`src/rtl/ahbl_arbiter_if.sv`:
```
// AHB-lite bus bundle for the N:1 arbiter: per-master upstream signals (flattened
// vectors, port i in slice i) plus the single downstream master port.
interface ahbl_arbiter_if #(
  parameter int N_PORTS = 2,
  parameter int W_ADDR  = 32,
  parameter int W_DATA  = 32
);
  logic [N_PORTS-1:0]        src_hready;
  logic [N_PORTS-1:0]        src_hready_resp;
  logic [N_PORTS-1:0]        src_hresp;
  logic [N_PORTS*W_ADDR-1:0] src_haddr;
  logic [N_PORTS-1:0]        src_hwrite;
  logic [N_PORTS*2-1:0]      src_htrans;
  logic [N_PORTS*3-1:0]      src_hsize;
  logic [N_PORTS*3-1:0]      src_hburst;
  logic [N_PORTS*4-1:0]      src_hprot;
  logic [N_PORTS-1:0]        src_hmastlock;
  logic [N_PORTS*W_DATA-1:0] src_hwdata;
  logic [N_PORTS*W_DATA-1:0] src_hrdata;

  logic              dst_hready;
  logic              dst_hready_resp;
  logic              dst_hresp;
  logic [W_ADDR-1:0] dst_haddr;
  logic              dst_hwrite;
  logic [1:0]        dst_htrans;
  logic [2:0]        dst_hsize;
  logic [2:0]        dst_hburst;
  logic [3:0]        dst_hprot;
  logic              dst_hmastlock;
  logic [W_DATA-1:0] dst_hwdata;
  logic [W_DATA-1:0] dst_hrdata;

  // slave: the arbiter itself (slave to the upstream masters, master downstream)
  modport slave (
    input  src_hready, src_haddr, src_hwrite, src_htrans, src_hsize, src_hburst,
           src_hprot, src_hmastlock, src_hwdata,
           dst_hready_resp, dst_hresp, dst_hrdata,
    output src_hready_resp, src_hresp, src_hrdata,
           dst_hready, dst_haddr, dst_hwrite, dst_htrans, dst_hsize, dst_hburst,
           dst_hprot, dst_hmastlock, dst_hwdata
  );

  // master: the environment (upstream masters plus the downstream slave)
  modport master (
    output src_hready, src_haddr, src_hwrite, src_htrans, src_hsize, src_hburst,
           src_hprot, src_hmastlock, src_hwdata,
           dst_hready_resp, dst_hresp, dst_hrdata,
    input  src_hready_resp, src_hresp, src_hrdata,
           dst_hready, dst_haddr, dst_hwrite, dst_htrans, dst_hsize, dst_hburst,
           dst_hprot, dst_hmastlock, dst_hwdata
  );
endinterface

```
`src/rtl/ahbl_arbiter.sv`:
```
// Fixed-priority N:1 AHB-lite arbiter; losing masters get their address phase
// buffered and are stalled until the replayed transfer completes.
module ahbl_arbiter #(
  parameter int N_PORTS = 2,
  parameter int W_ADDR  = 32,
  parameter int W_DATA  = 32
) (
  input logic          clk,
  input logic          rst_n,
  ahbl_arbiter_if.slave bus
);
  localparam logic [1:0] HTRANS_IDLE = 2'b00;

  typedef struct packed {
    logic [W_ADDR-1:0] addr;
    logic              write;
    logic [1:0]        trans;
    logic [2:0]        size;
    logic [2:0]        burst;
    logic [3:0]        prot;
    logic              lock;
  } aphase_t;

  aphase_t live_ap [N_PORTS];
  aphase_t eff_ap  [N_PORTS];
  aphase_t buf_q   [N_PORTS];
  aphase_t dst_ap;

  logic [N_PORTS-1:0] live_req, req, capture, eff_lock;
  logic [N_PORTS-1:0] buf_valid_q, buf_valid_d;
  logic [N_PORTS-1:0] grant_a, prio;
  logic [N_PORTS-1:0] grant_d_q, grant_d_d;
  logic [N_PORTS-1:0] lock_q, lock_d;
  logic [N_PORTS-1:0] hold_q, hold_d;
  logic [W_DATA-1:0]  hwdata_mux;
  logic               accept;

  assign accept = bus.dst_hready_resp;

  generate
    for (genvar gi = 0; gi < N_PORTS; gi++) begin : g_port
      assign live_ap[gi] = '{
        addr:  bus.src_haddr[gi*W_ADDR +: W_ADDR],
        write: bus.src_hwrite[gi],
        trans: bus.src_htrans[gi*2 +: 2],
        size:  bus.src_hsize[gi*3 +: 3],
        burst: bus.src_hburst[gi*3 +: 3],
        prot:  bus.src_hprot[gi*4 +: 4],
        lock:  bus.src_hmastlock[gi]
      };

      assign live_req[gi] = (live_ap[gi].trans != HTRANS_IDLE) && bus.src_hready[gi];
      assign req[gi]      = buf_valid_q[gi] | live_req[gi];
      assign eff_ap[gi]   = buf_valid_q[gi] ? buf_q[gi] : live_ap[gi];
      assign eff_lock[gi] = eff_ap[gi].lock;

      // Any live request that does not go out this cycle is parked, whether it
      // lost arbitration or the downstream slave is stalling.
      assign capture[gi] = live_req[gi] && !buf_valid_q[gi] && !(accept && grant_a[gi]);

      assign buf_valid_d[gi] = capture[gi] ? 1'b1 :
                               (accept && grant_a[gi]) ? 1'b0 : buf_valid_q[gi];

      always_ff @(posedge clk) begin
        if (capture[gi]) begin
          buf_q[gi] <= live_ap[gi];
        end
      end

      assign bus.src_hready_resp[gi] = grant_d_q[gi] ? accept : !buf_valid_q[gi];
      assign bus.src_hresp[gi]       = grant_d_q[gi] & bus.dst_hresp;
      assign bus.src_hrdata[gi*W_DATA +: W_DATA] = bus.dst_hrdata;
    end
  endgenerate

  always_comb begin
    prio = '0;
    for (int i = N_PORTS - 1; i >= 0; i--) begin
      if (req[i]) begin
        prio    = '0;
        prio[i] = 1'b1;
      end
    end
  end

  // A grant issued during a wait state stays put until the slave is ready.
  always_comb begin
    grant_a = prio;
    if (|hold_q) begin
      grant_a = hold_q;
    end else if (|lock_q) begin
      grant_a = lock_q;
    end
  end

  always_comb begin
    dst_ap = '0;
    for (int i = 0; i < N_PORTS; i++) begin
      if (grant_a[i]) begin
        dst_ap = eff_ap[i];
      end
    end
  end

  always_comb begin
    hwdata_mux = '0;
    for (int i = 0; i < N_PORTS; i++) begin
      if (grant_d_q[i]) begin
        hwdata_mux = bus.src_hwdata[i*W_DATA +: W_DATA];
      end
    end
  end

  always_comb begin
    grant_d_d = grant_d_q;
    lock_d    = lock_q;
    hold_d    = '0;
    if (accept) begin
      grant_d_d = grant_a;
      lock_d    = (|(grant_a & eff_lock)) ? grant_a : '0;
    end else begin
      hold_d = grant_a;
    end
  end

  always_ff @(posedge clk or negedge rst_n) begin
    if (!rst_n) begin
      buf_valid_q <= '0;
      grant_d_q   <= '0;
      lock_q      <= '0;
      hold_q      <= '0;
    end else begin
      buf_valid_q <= buf_valid_d;
      grant_d_q   <= grant_d_d;
      lock_q      <= lock_d;
      hold_q      <= hold_d;
    end
  end

  assign bus.dst_hready    = bus.dst_hready_resp;
  assign bus.dst_haddr     = dst_ap.addr;
  assign bus.dst_hwrite    = dst_ap.write;
  assign bus.dst_htrans    = dst_ap.trans;
  assign bus.dst_hsize     = dst_ap.size;
  assign bus.dst_hburst    = dst_ap.burst;
  assign bus.dst_hprot     = dst_ap.prot;
  assign bus.dst_hmastlock = dst_ap.lock;
  assign bus.dst_hwdata    = hwdata_mux;
endmodule
```
`src/flat_wrapper.sv`:
```
// flat-port wrapper written by rule: the top's interface ports become plain ports
module ahbl_arbiter_flat 
#(
  parameter int N_PORTS = 2,
  parameter int W_ADDR  = 32,
  parameter int W_DATA  = 32
)
  (clk, rst_n, bus_src_hready, bus_src_haddr, bus_src_hwrite, bus_src_htrans, bus_src_hsize, bus_src_hburst, bus_src_hprot, bus_src_hmastlock, bus_src_hwdata, bus_dst_hready_resp, bus_dst_hresp, bus_dst_hrdata, bus_src_hready_resp, bus_src_hresp, bus_src_hrdata, bus_dst_hready, bus_dst_haddr, bus_dst_hwrite, bus_dst_htrans, bus_dst_hsize, bus_dst_hburst, bus_dst_hprot, bus_dst_hmastlock, bus_dst_hwdata);
  ahbl_arbiter_if #(.N_PORTS(N_PORTS), .W_ADDR(W_ADDR), .W_DATA(W_DATA)) bus_i ();
  input logic clk;
  input logic rst_n;
  input wire logic [$bits(bus_i.src_hready)-1:0] bus_src_hready;
  input wire logic [$bits(bus_i.src_haddr)-1:0] bus_src_haddr;
  input wire logic [$bits(bus_i.src_hwrite)-1:0] bus_src_hwrite;
  input wire logic [$bits(bus_i.src_htrans)-1:0] bus_src_htrans;
  input wire logic [$bits(bus_i.src_hsize)-1:0] bus_src_hsize;
  input wire logic [$bits(bus_i.src_hburst)-1:0] bus_src_hburst;
  input wire logic [$bits(bus_i.src_hprot)-1:0] bus_src_hprot;
  input wire logic [$bits(bus_i.src_hmastlock)-1:0] bus_src_hmastlock;
  input wire logic [$bits(bus_i.src_hwdata)-1:0] bus_src_hwdata;
  input wire logic [$bits(bus_i.dst_hready_resp)-1:0] bus_dst_hready_resp;
  input wire logic [$bits(bus_i.dst_hresp)-1:0] bus_dst_hresp;
  input wire logic [$bits(bus_i.dst_hrdata)-1:0] bus_dst_hrdata;
  output wire logic [$bits(bus_i.src_hready_resp)-1:0] bus_src_hready_resp;
  output wire logic [$bits(bus_i.src_hresp)-1:0] bus_src_hresp;
  output wire logic [$bits(bus_i.src_hrdata)-1:0] bus_src_hrdata;
  output wire logic [$bits(bus_i.dst_hready)-1:0] bus_dst_hready;
  output wire logic [$bits(bus_i.dst_haddr)-1:0] bus_dst_haddr;
  output wire logic [$bits(bus_i.dst_hwrite)-1:0] bus_dst_hwrite;
  output wire logic [$bits(bus_i.dst_htrans)-1:0] bus_dst_htrans;
  output wire logic [$bits(bus_i.dst_hsize)-1:0] bus_dst_hsize;
  output wire logic [$bits(bus_i.dst_hburst)-1:0] bus_dst_hburst;
  output wire logic [$bits(bus_i.dst_hprot)-1:0] bus_dst_hprot;
  output wire logic [$bits(bus_i.dst_hmastlock)-1:0] bus_dst_hmastlock;
  output wire logic [$bits(bus_i.dst_hwdata)-1:0] bus_dst_hwdata;
  assign bus_i.src_hready = bus_src_hready;
  assign bus_i.src_haddr = bus_src_haddr;
  assign bus_i.src_hwrite = bus_src_hwrite;
  assign bus_i.src_htrans = bus_src_htrans;
  assign bus_i.src_hsize = bus_src_hsize;
  assign bus_i.src_hburst = bus_src_hburst;
  assign bus_i.src_hprot = bus_src_hprot;
  assign bus_i.src_hmastlock = bus_src_hmastlock;
  assign bus_i.src_hwdata = bus_src_hwdata;
  assign bus_i.dst_hready_resp = bus_dst_hready_resp;
  assign bus_i.dst_hresp = bus_dst_hresp;
  assign bus_i.dst_hrdata = bus_dst_hrdata;
  assign bus_src_hready_resp = bus_i.src_hready_resp;
  assign bus_src_hresp = bus_i.src_hresp;
  assign bus_src_hrdata = bus_i.src_hrdata;
  assign bus_dst_hready = bus_i.dst_hready;
  assign bus_dst_haddr = bus_i.dst_haddr;
  assign bus_dst_hwrite = bus_i.dst_hwrite;
  assign bus_dst_htrans = bus_i.dst_htrans;
  assign bus_dst_hsize = bus_i.dst_hsize;
  assign bus_dst_hburst = bus_i.dst_hburst;
  assign bus_dst_hprot = bus_i.dst_hprot;
  assign bus_dst_hmastlock = bus_i.dst_hmastlock;
  assign bus_dst_hwdata = bus_i.dst_hwdata;
  ahbl_arbiter #(.N_PORTS(N_PORTS), .W_ADDR(W_ADDR), .W_DATA(W_DATA)) u_core (.clk(clk), .rst_n(rst_n), .bus(bus_i));
endmodule
```
`config.mk`:
```
export PLATFORM = sky130hd
export DESIGN_NAME = ahbl_arbiter_flat
export DESIGN_NICKNAME = d
export VERILOG_FILES = /design/src/rtl/ahbl_arbiter_if.sv /design/src/rtl/ahbl_arbiter.sv /design/src/flat_wrapper.sv
export SDC_FILE = /design/constraint.sdc
export NUM_CORES = 1
export LEC_CHECK = 0
export ABC_CLOCK_PERIOD_IN_PS = 5950
export BUFFER_PORTS_ARGS = -buffer_cell sky130_fd_sc_hd__buf_2
export CORE_AREA = 2 2 131 133
export CTS_BUF_LIST = sky130_fd_sc_hd__clkbuf_8
export CTS_CLUSTER_SIZE = 24
export DETAILED_ROUTE_END_ITERATION = 8
export DIE_AREA = 0 0 133 135
export PLACE_DENSITY_LB_ADDON = 0.05
export REMOVE_ABC_BUFFERS = 1
export SLEW_MARGIN = 20
export SYNTH_ARGS = -nofsm -noshare
export SYNTH_HDL_FRONTEND = slang
export SYNTH_SLANG_ARGS = --single-unit
export TNS_END_PERCENT = 20
```
`constraint.sdc`:
```
create_clock -name clk -period 5.95 [get_ports clk]
set_input_delay 0.8925 -clock clk [delete_from_list [all_inputs] [get_ports clk]]
set_output_delay 0.8925 -clock clk [all_outputs]
set_load 0.02 [all_outputs]
```
* Yosys cells after proc, flatten, opt, wreduce, memory -nomap -nowiden
Memories as Yosys holds them, arrays and structs flattened. Index checks and enable logic that the tools add are counted.
Storage, ports and cells: register bits 8, bits in writable memories 92, bits of input ports 194, output and inout bits 147, logic and storage cells 52, memories 1
Cells by class: muxes and demuxes 22, bitwise operators 5, reductions and logical operators 19
Memories:
- u_core.buf_q | words 2, bits a word 46, rd ports 2, clocked after memory_dff 0, write ports 2, line ahbl_arbiter.sv:26 | aphase_t buf_q [N_PORTS];
Operators by type and width (number):
- 46-bit 2-to-1 mux | 4
- 32-bit 2-to-1 mux | 2
- 2-bit 2-to-1 mux | 6
- 1-bit 2-to-1 mux | 10
- 1-bit logical AND | 8
- 2-bit nonzero test | 4
- 2-bit OR reduction | 3
- 1-bit logical NOT | 4
- 1-bit AND | 2
- 2-bit AND | 1
- 1-bit OR | 2

* Logic depth before layout (Yosys ltp)
Gate-level depths: netlist (run 1).
word-level depth 12, gate-level depth with buffers 5, gate-level depth less buffers 4

* Worst setup path after synthesis (run 1)
OpenSTA, ideal clock, no wires.
path type input to register, from input port bus_src_htrans[1], to memory u_core.buf_q[0][0] (netlist bit) (enable), library setup time 0.519 ns, data arrival time 4.904 ns, data required time 5.431 ns, slack 0.527 ns, stages on the path 4, buffers on the path 1, cell sequence o21ai_2 -> a221oi_2 -> buf_2 -> a211oi_1
RTL lines:
- start: declaration | line flat_wrapper.sv:15 | input wire logic [$bits(bus_i.src_htrans)-1:0] bus_src_htrans;
- end: declaration | line ahbl_arbiter.sv:26

* Worst setup path in the final report (run 1)
from input port bus_src_htrans[0], to output port bus_dst_haddr[24]
Between the ends: cells in the longest elaborated chain, start to end 8
RTL lines:
- 2-bit nonzero test (*) | line ahbl_arbiter.sv:52 | assign live_req[gi] = (live_ap[gi].trans != HTRANS_IDLE) && bus.src_hready[gi];
- 1-bit logical AND (*) | line ahbl_arbiter.sv:52
- 1-bit OR (*) | line ahbl_arbiter.sv:53 | assign req[gi] = buf_valid_q[gi] | live_req[gi];
- 2-bit 2-to-1 mux (*) | line ahbl_arbiter.sv:79 | if (req[i]) begin
- 2-bit 2-to-1 mux (*) | line ahbl_arbiter.sv:91 | end else if (|lock_q) begin
- 2-bit 2-to-1 mux (*) | line ahbl_arbiter.sv:89 | if (|hold_q) begin
- 46-bit 2-to-1 mux | line ahbl_arbiter.sv:99 | if (grant_a[i]) begin
- 46-bit 2-to-1 mux (*) | line ahbl_arbiter.sv:99
- end: declaration | line flat_wrapper.sv:28 | output wire logic [$bits(bus_i.dst_haddr)-1:0] bus_dst_haddr;
Every way passes the cells marked *; elsewhere a longest branch is shown, timed or not.

==> results of run 1 <==
==> worst max-delay path by stage <==
stage          cells past startpoint                           end  slack, ns                               from
2_1_floorplan                      3  u_core.buf_q[0][0]$_DFFE_PP_       0.15  u_core.buf_valid_q[0]$_DFFE_PN0P_
3_3_place_gp                       7              bus_dst_haddr[3]       2.20                  bus_src_htrans[1]
3_5_place_dp                       7             bus_dst_haddr[14]       2.18                  bus_src_htrans[1]
4_1_cts                            7             bus_dst_haddr[14]       2.15                  bus_src_htrans[1]
5_1_grt                            7                bus_dst_hwrite       2.02                  bus_src_htrans[1]
6_report                           7             bus_dst_haddr[24]       2.23                  bus_src_htrans[0]
==> final cells by class <==
cell class | count | area [um2]
multi-input combinational | 250 | 2150
clock buffer | 9 | 124
sequential | 100 | 2970
tap | 220 | 275
inverter | 5 | 18.8
clock inverter | 6 | 56.3
timing repair buffer | 250 | 1270
fill | 1605 | 9550
==> per-stage QoR <==
step | power (mW) | utilization (%)
after floorplan | 2.46 | -
after global placement | 3.13 | 40.7
after detailed placement | 3.14 | 40.7
after CTS | 3.58 | 41.8
after global routing | 3.74 | 41.8
final | 3.52 | 41.8
==> kinds of logic after synthesis <==
group | Yosys count
buffers and inverters | 98
and+or+nand+nor | 63
AOI/OAI and AO/OA | 50
muxes | 137
DFF | 100
==> flip-flops by register name, summed over array words and instances, names as in the netlist <==
signal	flops
u_core.lock_q	2
u_core.buf_valid_q	2
u_core.buf_q	92
u_core.hold_q	2
u_core.grant_d_q	2
==> layer usage <==
metal | part of all wire (%) | routed length [um]
met1 | 44 | 7680
met2 | 43 | 7470
met3 | 13 | 2240
met4 | 0.92 | 162
met5 | 0.074 | 13
==> power groups by stage <==
stage               combinational [mW]  sequential, mW  clock (mW)
global route                      2.29           0.988       0.472
detailed placement                2.15           0.986           0
floorplan                         1.40            1.06           0
global placement                  2.15           0.980           0
CTS                               2.16           0.971       0.454
finish                            2.12           0.973       0.429
==> worst reg2reg max path, delay by kind of cell, from the launching register on <==
kind | cells | cell delay (ns)
buf+inv | 3 | 1.30
compound gates | 2 | 0.39
simple gates | 1 | 0.40
flops | 1 | 0.37
==> placed cells by master (no fill, tap or decap), types with 2 or more instances in the layout <==
| cell type | netlist | routed |
|---|---|---|
| sky130_fd_sc_hd__a21o_1 | 2 | 2 |
| sky130_fd_sc_hd__mux2i_1 | 92 | 92 |
| sky130_fd_sc_hd__dfrtp_2 | 0 | 3 |
| sky130_fd_sc_hd__buf_2 | 9 | 244 |
| sky130_fd_sc_hd__clkinv_2 | 0 | 2 |
| sky130_fd_sc_hd__a22o_1 | 31 | 31 |
| sky130_fd_sc_hd__o21a_1 | 2 | 2 |
| sky130_fd_sc_hd__inv_1 | 4 | 5 |
| sky130_fd_sc_hd__mux2_2 | 45 | 45 |
| sky130_fd_sc_hd__clkbuf_8 | 0 | 9 |
| sky130_fd_sc_hd__buf_4 | 68 | 6 |
| sky130_fd_sc_hd__o21ai_0 | 4 | 4 |
| sky130_fd_sc_hd__edfxtp_1 | 92 | 92 |
| sky130_fd_sc_hd__nor2_1 | 5 | 5 |
| sky130_fd_sc_hd__dfrtp_1 | 8 | 5 |
| sky130_fd_sc_hd__nand2_1 | 50 | 50 |
| sky130_fd_sc_hd__and2_1 | 3 | 3 |
==> cells in the mapped netlist, types with 2 or more instances <==
cell type	count	share of area (%)
sky130_fd_sc_hd__edfxtp_1	92	48
sky130_fd_sc_hd__mux2i_1	92	16
sky130_fd_sc_hd__buf_4	68	8.9
sky130_fd_sc_hd__nand2_1	50	3.3
sky130_fd_sc_hd__mux2_2	45	8.8
sky130_fd_sc_hd__a22o_1	31	4.7
sky130_fd_sc_hd__buf_2	9	0.78
sky130_fd_sc_hd__clkbuf_1	9	0.59
sky130_fd_sc_hd__dfrtp_1	8	3.5
sky130_fd_sc_hd__nor2_1	5	0.33
sky130_fd_sc_hd__buf_6	4	0.78
sky130_fd_sc_hd__inv_1	4	0.26
sky130_fd_sc_hd__o21ai_0	4	0.35
sky130_fd_sc_hd__and2_1	3	0.33
sky130_fd_sc_hd__buf_1	3	0.20
sky130_fd_sc_hd__a21o_1	2	0.26
sky130_fd_sc_hd__o21a_1	2	0.26
==> metrics list, run 1 <==
- Outcome: finished, final reports clean
* Final instance area: just under 0.007 mm2
- Synthesis inferred 100 register bits.
- Startpoint class of the critical path: input pin
- Basic-gate share of the synthesized area counting and, or, nand and nor cells: approximately 4.6%
- Per report_power, the sequential group accounts for 27.6% of the total.
- Unrepaired setup endpoints after global routing: no
- Endpoint class of the critical path: primary output
* Count of buffering cells on the critical path with inverters included: 3
- After layout, the worst path uses 62.6% of the clock period.
- First-pass detailed-route iteration total: 4
- In this run the most used layer during global routing was met2.
- The synthesized netlist devotes 0% of its cell area to XOR and XNOR gates.
* Source-to-sink clock delay at the later pin of the worst-skew pair: 0.38 ns
- For the pin with the worst max-slew slack, the measured transition is between 0.9 and 1 ns.
* Vias in the first global route: between 4000 and 5000
- Placer Congestion: 0.725
- DRC viols: 0
* H-Tree Level Count: 3
- Int Pwr: between 1.5 and 2 mW
- Worst hold slack: 0.346 ns
* Post-synthesis sequential area ratio: 51.5%
* Maximum ir drop on the vdd rail: roughly 200 uV
* Initial Utilization: 35.0%
- Buffer levels on the longest clock path: 2
- Critical Path, Cell by Cell: buf_2, o21ai_2, a221oi_4, buf_4, nand2_1, mux2i_1, buf_2
* Highest fanout seen on the critical path: 37
* Max-slew headroom: about 40%
* Met1 track demand over resource: 24.1%
- Setup slack of the most critical reg-to-reg path: 3.12 ns
- Final slew viol count: 0
- The finished layout holds 840 standard cells, fillers aside.
- Starting DRC count in detailed routing: 167
* Final setup slack of the worst path: roughly 2.2 ns
* Type of the setup path with the least slack: input pin to primary output
- Summed over all cells, the static leakage comes to 3.15 nW.
* Global-route wire length before repair: about 26 mm
- Maxcap violations: 0
* Maximum clock skew at final layout: 0.0116 ns
* Number of antenna repair diodes: 0
- Chip height: 135 um
* Time the worst path needs with I/O delays and setup: 3.72 ns
- Core region area: 0.0164 mm2
- The cell count after synthesis came out at 448.
* # rows: 47
- Total clock sinks: 100
* Signed area change from the synthesized netlist to the final layout: 19.3%
* Routed via count divided by cell count: 4.93
- Count of unique library cells instantiated by Yosys: 34
* Compound-gate portion of the synthesized area: under 10%
- Post-synthesis mux area share: 24.8%
- In the global route stage, overall resource usage came out at 19.1%.
* Post-Synthesis Cell Area: 0.00575 mm2
* Post-placement cell count: 825
- Of the total power, combinational logic draws ~60%.
* Maximum number of pins on one net before global-route repair: 50
* Most used DFF post-synth: sky130_fd_sc_hd__edfxtp_1
- Synth Area per Inst: 12.8 um2
- GR met2 Demand/Resource: a little over a quarter
* I/O pins: roughly 340
* Clock slew at the register clock pins of the worst setup and hold paths: 0.09 ns
* Class of the tightest hold or removal check: input pin to async pin
- Die ar.: 0.0180 mm2
- Global routing used 12.3% of the available met3 tracks.
- Data on the critical path is required at its endpoint by between 5 and 6 ns.
- For this run, asynchronously set or reset flops after synthesis account for 8.00%.
* Share of total power in the clock network: around 12%
* Root Buffer: sky130_fd_sc_hd__clkbuf_8
* Worst endpoint data arrival time: 2.83 ns
- Worst r2r dst: u_core.buf_q[0][73]$_DFFE_PP_
- TritonCTS buffer count: 9
- Setup TNS: 0 ns
- Counting stages on the worst path, the most repeated cell is sky130_fd_sc_hd__buf_2.
- The detailed router placed 4145 vias in this run.
- Routed wirelength normalized by instance count: 20.9 um
- Fraction of power spent switching nets: 45.9%
- Cell Area, Placed: 0.00668 mm2
- Crit path max-delay cell type: sky130_fd_sc_hd__a221oi_4
- Die X: about 130 um
- For this run, the post-layout net count is 810.
- Setup bufs post-CTS: 0
- The startpoint identified for the worst register-to-register timing path is u_core.buf_valid_q[0]$_DFFE_PN0P_.
- The number of antenna violations at the first check in global routing was 1.
- The total count of hold-check failures in the final report is 0.
- In this run the power density over the cells is approximately 510 mW/mm2.
- Category of cells accounting for the largest share of critical-path delay: compound AO/OA/AOI/OAI gates
- Cells with a size suffix above 1 make up 51.6% of the layout.
- Antenna-violating nets left: 0
* Net Switching: 1.61 mW
* Number of resized instances in the post-cts repair step: 0
- Detailed placement finished with a half-perimeter wire length of about 13 mm.
- Buffers inserted to repair hold after CTS numbered 0.
* Clock tree from TritonCTS: built
* Critical path's largest stage delay: just under 0.7 ns
* Top achievable clock speed: 269 MHz
- Number of port buffers: 244
* Dominant combinational cell family by area after synthesis: multiplexers
- EDFF count, synth: 92
- Counting cells, the worst reg-to-reg path comes to 6.
* Count of final setup violators: 0
- Post-synthesis share of cell area spent on full adders, half adders and majority gates: 0%
- Synth Warn #: 0
- Before CTS, the worst setup slack after placement is 2.18 ns.
* Post-detailed-routing wire length: between 15 and 20 mm
- The total overflow left after global routing is 0.
Power figures use the tool's default switching activity.
==> inputs of run 2 (changes only) <==
--- a/config.mk
+++ b/config.mk
@@ -5,7 +5,8 @@
 export SDC_FILE = /design/constraint.sdc
 export NUM_CORES = 1
 export LEC_CHECK = 0
-export ABC_CLOCK_PERIOD_IN_PS = 5950
+export ABC_AREA = 1
+export ABC_CLOCK_PERIOD_IN_PS = 3200
 export BUFFER_PORTS_ARGS = -buffer_cell sky130_fd_sc_hd__buf_2
 export CORE_AREA = 2 2 131 133
 export CTS_BUF_LIST = sky130_fd_sc_hd__clkbuf_8
==> constraint.sdc (replaced) <==
create_clock -name clk -period 3.2 [get_ports clk]
set_input_delay 0.48 -clock clk [delete_from_list [all_inputs] [get_ports clk]]
set_output_delay 0.48 -clock clk [all_outputs]
set_load 0.02 [all_outputs]
==> run 2 against run 1 <==
Critical path depth is 2 higher. Die area stayed put. Non-clock buffer count is 10 higher. Register-to-register slack worse by 1.8 ns. Sequential cell count stayed put. Sequential share of layout area is 0.90 points lower. Final cell count is 38% higher. Via count is 31% higher. Clock power is 67% higher. First-iteration DRC count is 68% higher. Area after synthesis is 3.1% higher. Global-route usage is 3.9 points higher.
==> metrics list, run 2 <==
* Outcome: finished, final reports clean
* Layout cells sized above 1: 30.5% (-21 points)
- The clock power share was 10.7% (-1.5 points).
* Global-route wire length before repair: 31.0 mm (+21%)
- The average wire length per cell after detail routing came to 17.8 um (-15%).
- The number of register bits inferred by synthesis was 100 (unchanged).
- The total length of routed wires was 20.6 mm (+17%).
* Setup bufs post-CTS: 0 (unchanged)
- P per Cell Area: 959 mW/mm2 (+87%)
- Final slew viol count: 0 (unchanged)
- Routed via count divided by cell count: 4.69 (-4.9%)
- The clock latency reported for the late side of the worst-skew pair was 0.38 ns (about the same).
- The post-CTS clock slew at the launch and capture registers of the worst setup and hold paths came to 0.10 ns (about the same).
* Vias post-DR: 5419 (+31%)
- By instance count, the leading cell after synthesis is sky130_fd_sc_hd__nand2_1.
* Final instance area: 0.00700 mm2 (+2.1%)
- Net Switching: 3.51 mW (+120%)
- The portion of total power attributed to sequential cells is 25.6% (-2.0 points).
* Post-Synthesis Cell Area: 0.00593 mm2 (+3.1%)
- The yosys synthesis warning count came to 0 (unchanged).
- Antenna-violating nets left: 0 (unchanged)
- # rows: 47 (unchanged)
- The wire length on met2 came to 8.89 mm (+19%).
- The path class of the tightest hold or removal check is input pin to flip-flop.
- The delay of the slowest cell on the worst path was 0.42 ns (-0.26 ns).
- The maximum vdd ir drop was 351 uV (+73%).
- Fraction of power spent switching nets: 52.3% (+6.4 points)
- The count of input and output buffers is 244 (unchanged).
- In this design, the largest share of critical-path delay is due to simple AND/OR/NAND/NOR gates.
- Int Pwr: 3.21 mW (+68%)
- Most common cell after layout, fill and taps aside: sky130_fd_sc_hd__nand2_1
* Count of unique library cells instantiated by Yosys: 21 (-38%)
* Top post-synthesis cells by area: sky130_fd_sc_hd__edfxtp_1, sky130_fd_sc_hd__nand2_1, sky130_fd_sc_hd__buf_4
* Clock tree from TritonCTS: built
- Vias in the first global route: 5272 (+24%)
- Most frequent cell on the critical path: sky130_fd_sc_hd__nand2_1
* Remaining Overflow, GRT: 0 (unchanged)
* Starting DRC count in detailed routing: 281 (+68%)
- The synthesized design spends more area on one cell type than any other, namely sky130_fd_sc_hd__edfxtp_1.
- Compared with the post-synthesis result, the final layout area differs by 18.2%.
- Detailed-placement wirelength estimate: 15.2 mm (+19%)
- The overall routing resource usage is 23.0% (+3.9 points).
- The met1 wire length was 8.76 mm (+14%).
* Endpoint class of the critical path: primary output
- Derived from the worst setup path, the maximum achievable clock frequency is between 300 and 400 MHz.
* Placer Congestion: 0.854 (+18%)
- The tree is rooted in a sky130_fd_sc_hd__clkbuf_8.
* Most used cells in the layout excluding fill and tap cells: sky130_fd_sc_hd__nand2_1, sky130_fd_sc_hd__buf_2, sky130_fd_sc_hd__edfxtp_1
- The initial cell density of the core came to 36.1% (+1.1 points).
- The data required time of the critical path is 2.72 ns (-2.34 ns).
* H-Tree Level Count: 3 (unchanged)
- Core region area: 0.0164 mm2 (unchanged)
* Final Hold Violating Endpoints: 0 (unchanged)
- Highest routed layer: met5
- EDFF count, synth: 92 (unchanged)
- The maximum number of pins on one net before global-route repair is 49 (-2.0%).
- I/O pins: 341 (unchanged)
- The clock tree skew after final layout came to 0.00876 ns (-0.00280 ns).
- Synth Area per Inst: 7.71 um2 (-40%)
* Crit path max-delay cell type: sky130_fd_sc_hd__dfrtp_2
* Largest register FFs: 92 (unchanged)
- The actual slew at the worst max-slew pin is 0.988 ns (+0.0799 ns).
- DRC viols: 0 (unchanged)
- Register area: 0.00297 mm2 (about the same)
* Chip height: 135 um (unchanged)
- Type of the setup path with the least slack: flip-flop to primary output
- In the synthesized netlist, the cells that appear most often are sky130_fd_sc_hd__nand2_1, sky130_fd_sc_hd__edfxtp_1, sky130_fd_sc_hd__buf_4.
- Count of buffering cells on the critical path with inverters included: 3 (unchanged)
- Post-synthesis sequential area ratio: 50.0% (-1.5 points)
- The worst setup path is launched from a flip-flop.
- TritonCTS buffer count: 9 (unchanged)
* Setup TNS: 0 ns (unchanged)
* Reg with most FFs: u_core.buf_q
* Initial antenna violation count: 2 (+1)
* Worst endpoint data arrival time: 2.13 ns (-0.70 ns)
- The max-cap violation count is 0 (unchanged).
- The chip width is 133 um (unchanged).
- Time the worst path needs with I/O delays and setup: between 2 and 3 ns
- Filler cell count in the final layout: 1768 (+10%)
- Buffer levels on the longest clock path: 2 (unchanged)
- The met3 wirelength from detailed routing came to 2.57 mm (+15%).
- The area share of the leading cell type in the synthesized netlist was 46.6% (-1.4 points).
* Post-Syn Instances: 769 (+72%)
* Most used DFF post-synth: sky130_fd_sc_hd__edfxtp_1
- The floorplan die area is 0.0180 mm2 (unchanged).
- The number of clock sinks seen by CTS came to 100 (unchanged).
* Async SR Flop Fraction: 8.00% (unchanged)
- The placed instance area is 0.00683 mm2 (+2.3%).
- The combinational power share was 63.8% (+3.6 points).
- Multi-input combinational cell area: 0.00220 mm2 (+2.1%)
* Count of final setup violators: 0 (unchanged)
- Dividing the final minimum period by the clock period gives between 80% and 90%.
- The headroom to the max-slew limit is 34.1% (-5.4 points).
- Critical Path, Cell by Cell: inv_2, nand2_1, a21oi_2, nand2_2, nand2_4, buf_4, nand2_1, o21ai_1, buf_2
- Unrepaired setup endpoints after global routing: no
- The layout net count was 1123 (+39%).
- First-pass detailed-route iteration total: 4 (unchanged)
- The highest net fanout along the worst path came to 33 (-11%).
* Static Leakage: 3.60 nW (+14%)
[run 2: cell types whose count changed after synthesis, sizes merged, moves of 2 or more]
cell    delta
inv        +7
clkbuf    +10
and2       -3
mux2i     -92
o21ai     +45
a21oi      +3
buf        +8
a22o      -31
a21o       -2
nand3     +32
mux2      -45
nor2       -3
nand2    +402
[run 2: path summary, 6_finish.rpt]
| check | from | to | slack, ns | depth (start not counted) |
|---|---|---|---|---|
| max reg2reg | u_core.buf_valid_q[0]$_DFFE_PN0P_ | u_core.buf_q[0][2]$_DFFE_PP_ | 1.30 | 10 |
| min in group asynchronous | rst_n | u_core.hold_q[1]$_DFF_PN0_ | 0.48 | 2 |
| max in group asynchronous | rst_n | u_core.buf_valid_q[1]$_DFFE_PN0P_ | 2.53 | 2 |
| min reg2reg | u_core.lock_q[0]$_DFFE_PN0P_ | u_core.lock_q[0]$_DFFE_PN0P_ | 0.49 | 2 |
| min | bus_src_hburst[2] | u_core.buf_q[0][7]$_DFFE_PP_ | 0.28 | 1 |
| max | u_core.buf_valid_q[0]$_DFFE_PN0P_ | bus_dst_haddr[12] | 0.59 | 9 |
[run 2: final cells by class]
class / instances / area share (%)
Antenna cell: 1 / 0.0357
Clock buffer: 9 / 1.77
Clock inverter: 7 / 0.518
Inverter: 12 / 0.643
Multi-Input combinational cell: 546 / 31.4
Sequential cell: 100 / 42.3
Tap cell: 220 / 3.93
Timing Repair Buffer: 260 / 19.4
[run 2: repair_timing]
action	in CTS	in global routing
hold buffers	1	0
resized for setup	0	0
hold endpoints to repair	8	0
[run 2: routing by layer]
metal,up-vias,track usage (%)
met1,2399,28.9
met2,290,34.1
met3,23,12.1
li1,2701,-
met5,-,6.94
met4,6,6.03
[run 2: kinds of logic (layout without fill, tap and decap cells)]
family | after synthesis | count (layout) | share of synthesized area [%]
other | 0 | 1 | 0
AO/OA/AOI/OAI | 57 | 57 | 5.05
AND/OR/NAND/NOR | 489 | 489 | 31.8
buffers and inverters | 123 | 288 | 13.2
flip-flops | 100 | 100 | 50.0
[run 2: stage by stage]
step / util, % / power (mW) / setup WS [ns] / hold slack (ns) / instances
after detailed placement: 41.6 / 6.08 / 0.618 / 0.343 / 1137
after global placement: 41.6 / 6.06 / 0.698 / 0.339 / 1137
after floorplan: - / 4.51 / -3.03 / 0.184 / 658
after global routing: 42.7 / 7.31 / 0.374 / 0.259 / 1154
after CTS: 42.7 / 6.82 / 0.576 / 0.257 / 1154
final: 42.7 / 6.72 / 0.591 / 0.284 / 1155
[run 2: worst register-to-register path, cell delays in order (launching register included)]
cell,delay (ns)
sky130_fd_sc_hd__dfrtp_2,0.42
sky130_fd_sc_hd__inv_2,0.05
sky130_fd_sc_hd__nand2_1,0.07
sky130_fd_sc_hd__nand2_1,0.08
sky130_fd_sc_hd__nand2_1,0.04
sky130_fd_sc_hd__nand2_1,0.06
sky130_fd_sc_hd__nand2_2,0.07
sky130_fd_sc_hd__inv_1,0.09
sky130_fd_sc_hd__nor2_1,0.08
sky130_fd_sc_hd__nor3_2,0.27
sky130_fd_sc_hd__buf_4,0.36
[run 2: power groups by stage]
stage	registers (mW)	clock network (mW)	logic, mW
3_3_place_gp	1.74	0	4.32
2_1_floorplan	1.91	0	2.59
3_5_place_dp	1.75	0	4.33
6_report	1.72	0.717	4.29
4_1_cts	1.72	0.754	4.35
5_1_grt	1.74	0.801	4.77
==> inputs of run 3 (changes only) <==
--- a/config.mk
+++ b/config.mk
@@ -5,8 +5,8 @@
 export SDC_FILE = /design/constraint.sdc
 export NUM_CORES = 1
 export LEC_CHECK = 0
-export ABC_AREA = 1
-export ABC_CLOCK_PERIOD_IN_PS = 3200
+export ABC_AREA = 0
+export ABC_CLOCK_PERIOD_IN_PS = 2500
 export BUFFER_PORTS_ARGS = -buffer_cell sky130_fd_sc_hd__buf_2
 export CORE_AREA = 2 2 131 133
 export CTS_BUF_LIST = sky130_fd_sc_hd__clkbuf_8
==> constraint.sdc (replaced) <==
create_clock -name clk -period 2.5 [get_ports clk]
set_input_delay 0.375 -clock clk [delete_from_list [all_inputs] [get_ports clk]]
set_output_delay 0.375 -clock clk [all_outputs]
set_load 0.02 [all_outputs]
==> run 3 against run 2 <==
Critical path depth down 3. Final cell count down 26%. Global-route usage down 4.2 points. Clock skew up 0.0061 ns. Critical endpoint is now bus_dst_haddr[15].
==> metrics list, run 3 (synthesis results as in run 1) <==
- Unrepaired setup endpoints after global routing: yes
- The worst setup path is of the flip-flop to primary output kind.
* Highest fanout seen on the critical path: 34 (+3.0%)
- Antenna-violating nets left: 0 (unchanged)
- Largest register FFs: 92 (unchanged)
* Endpoint class of the critical path: primary output
* Fraction of power consumed by combinational cells: 61.4% (-2.4 points)
- Worst endpoint data arrival time: 2.03 ns (-0.10 ns)
- The count of filler cells inserted in the layout is 1588 (-10%).
- The worst setup path is launched from a flip-flop.
* Number of antenna repair diodes: 0 (-1)
- Fin nets: 819 (-27%)
- The run finished with clean final reports.
* Clock tree from TritonCTS: built
- The multi-input logic area came to 0.00215 mm2 (-2.3%).
- The post-CTS clock slew at the launch and capture registers of the worst setup and hold paths came to 0.10 ns (about the same).
- The overall routing resource usage is 18.8% (-4.2 points).
- The smallest clock period supported by the final layout is computed as 2.40 ns.
- Net Switching: 3.90 mW (+11%)
- The total length of routed wires is 17.5 mm (-15%).
* Maximum number of pins on one net before global-route repair: 50 (+2.0%)
- P per Cell Area: 1240 mW/mm2 (+30%)
- Leaving out fill and tap cells, the most frequent cell in the layout is sky130_fd_sc_hd__buf_2.
* Setup bufs post-CTS: 0 (unchanged)
* Most used cells in the layout excluding fill and tap cells: sky130_fd_sc_hd__buf_2, sky130_fd_sc_hd__mux2i_1, sky130_fd_sc_hd__edfxtp_1
- Placer Congestion: 0.726 (-15%)
- Share of total power in the clock network: 13.0% (+2.3 points)
* TritonCTS buffer count: 9 (unchanged)
* Data required, critical path: 2.12 ns (-0.60 ns)
* Layout cells sized above 1: 52.1% (+22 points)
* Final Hold Violating Endpoints: 0 (unchanged)
* Static Leakage: 3.24 nW (-10%)
- Die ar.: 0.0180 mm2 (unchanged)
- Detailed-placement wirelength estimate: 13.1 mm (-14%)
* Final core utilization: 43.0% (+0.34 points)
* Initial antenna violation count: 0 (-2)
* Share of power burned in registers: 25.6% (about the same)
* First-pass detailed-route iteration total: 4 (unchanged)
- Derived from the worst setup path, the maximum achievable clock frequency is 416 MHz.
* Maxcap violations: 0 (unchanged)
* Root Buffer: sky130_fd_sc_hd__clkbuf_8
- Reg with most FFs: u_core.buf_q
* Fraction of power spent switching nets: 44.4% (-7.9 points)
- Buffer levels on the longest clock path: 2 (unchanged)
* Maximum clock skew at final layout: 0.0149 ns (+0.00612 ns)
* Post-placement cell count: 833 (-27%)
* Max-slew headroom: 70.6% (+36 points)
- The number of levels the H-tree was split into is 3 (unchanged).
- The max-slew violation total from the final report was 0 (unchanged).
- Maximum ir drop on the vdd rail: 468 uV (+33%)
* Number of port buffers: 244 (unchanged)
- Routed via count divided by cell count: 4.89 (+4.1%)
- The wire length of the first global-routing pass came to 25.2 mm (-19%).
- The final number of setup-violating endpoints came to 0 (unchanged).
- The number of standard-cell rows in the floorplan came to 47 (unchanged).
- Total clock sinks: 100 (unchanged)
* DRC viols: 0 (unchanged)
- The area growth from synthesis to layout is 22.8%.
- The sequential standard cell area is 0.00297 mm2 (unchanged).
* Starting DRC count in detailed routing: 190 (-32%)
- The internal power of the cells came to 4.89 mW (+52%).
- Routed wirelength normalized by instance count: 20.7 um (+16%)
- Chip height: 135 um (unchanged)
- The clock latency reported for the late side of the worst-skew pair is 0.38 ns (about the same).
- Class of the tightest hold or removal check: input pin to flip-flop
- The filler-free cell count of the finished design was 849 (-26%).
- I/O pins: 341 (unchanged)
- Vias post-DR: 4148 (-23%)
- The via count of the first global-routing pass was 4222 (-20%).
* Remaining Overflow, GRT: 0 (unchanged)
- Initial Utilization: 35.0% (-1.1 points)
* Transition time at the pin with the least slew margin: 0.441 ns (-0.546 ns)
- The chip width came to 133 um (unchanged).
- Share of the cycle needed by the critical path after routing: 96.2%
- The core footprint was 0.0164 mm2 (unchanged).
-- run 3: changes by cell type in the layout (fill, tap and decap cells not counted), moves of 6 or more --
cell / before / now
sky130_fd_sc_hd__inv_1: 12 / 4
sky130_fd_sc_hd__nand3_1: 32 / 0
sky130_fd_sc_hd__mux2_2: 0 / 45
sky130_fd_sc_hd__buf_12: 1 / 7
sky130_fd_sc_hd__nand2_1: 450 / 50
sky130_fd_sc_hd__mux2i_1: 0 / 92
sky130_fd_sc_hd__o21ai_1: 44 / 1
sky130_fd_sc_hd__a22o_1: 0 / 31
-- run 3: repair_timing --
action,in CTS,in global routing
endpoints found under the setup margin,0,13
hold buffers,1,0
hold endpoints to repair,8,0
gates resized for setup,0,5
-- run 3: routing by layer --
metal / vias up / share of wire, % / GRT usage, %
met1: 1966 / 42 / 22.9
met3: 18 / 13 / 12.5
met5: - / 0.33 / 4.17
li1: 1941 / - / -
met4: 2 / 0.97 / 4.24
met2: 221 / 44 / 27.3
-- run 3: final cells by class --
class	count	area share [%]
tap	220	3.90
timing repair buffer	259	20.4
multi-input combinational	250	30.5
clock buffer	9	1.75
inverter	5	0.266
clock inverter	6	1.26
sequential	100	42.0
-- run 3: path summary, 6_finish.rpt --
check / startpoint / endpoint / slack [ns] / depth (start not counted)
min in group asynchronous: rst_n / u_core.hold_q[1]$_DFF_PN0_ / 0.39 / 2
max reg2reg: u_core.hold_q[0]$_DFF_PN0_ / u_core.buf_q[0][60]$_DFFE_PP_ / 0.61 / 5
max: u_core.lock_q[1]$_DFFE_PN0P_ / bus_dst_haddr[15] / 0.1 / 6
min reg2reg: u_core.lock_q[1]$_DFFE_PN0P_ / u_core.lock_q[1]$_DFFE_PN0P_ / 0.57 / 1
max in group asynchronous: rst_n / u_core.buf_valid_q[1]$_DFFE_PN0P_ / 1.91 / 2
min: bus_src_haddr[7] / u_core.buf_q[0][21]$_DFFE_PP_ / 0.17 / 1
-- run 3: power by group through the flow --
stage	clock, mW	combinational (mW)	sequential [mW]
3_3_place_gp	0	5.42	2.28
3_5_place_dp	0	5.43	2.28
6_report	1.15	5.39	2.25
2_1_floorplan	0	3.32	2.52
4_1_cts	1.20	5.45	2.25
5_1_grt	1.26	5.79	2.28
-- run 3: metrics by stage --
step | setup TNS [ns] | cell area [um2] | power, mW | setup WS, ns | hold WS (ns)
5_1_grt | -0.0702 | 7060 | 9.33 | -0.0534 | 0.140
3_5_place_dp | 0 | 6820 | 7.71 | 0.222 | 0.236
3_3_place_gp | 0 | 6820 | 7.70 | 0.228 | 0.229
4_1_cts | 0 | 7050 | 8.90 | 0.0482 | 0.140
6_report | 0 | 7060 | 8.78 | 0.0957 | 0.174
2_1_floorplan | -269.79 | 5100 | 5.85 | -3.30 | 0.0794
-- run 3: worst max-delay path: stages (launching register included) --
cell and delay, ns:
sky130_fd_sc_hd__dfrtp_1 0.42, sky130_fd_sc_hd__nor3b_1 0.17, sky130_fd_sc_hd__a221oi_4 0.34, sky130_fd_sc_hd__buf_12 0.24
sky130_fd_sc_hd__nand2_1 0.08, sky130_fd_sc_hd__mux2i_1 0.18, sky130_fd_sc_hd__buf_4 0.18
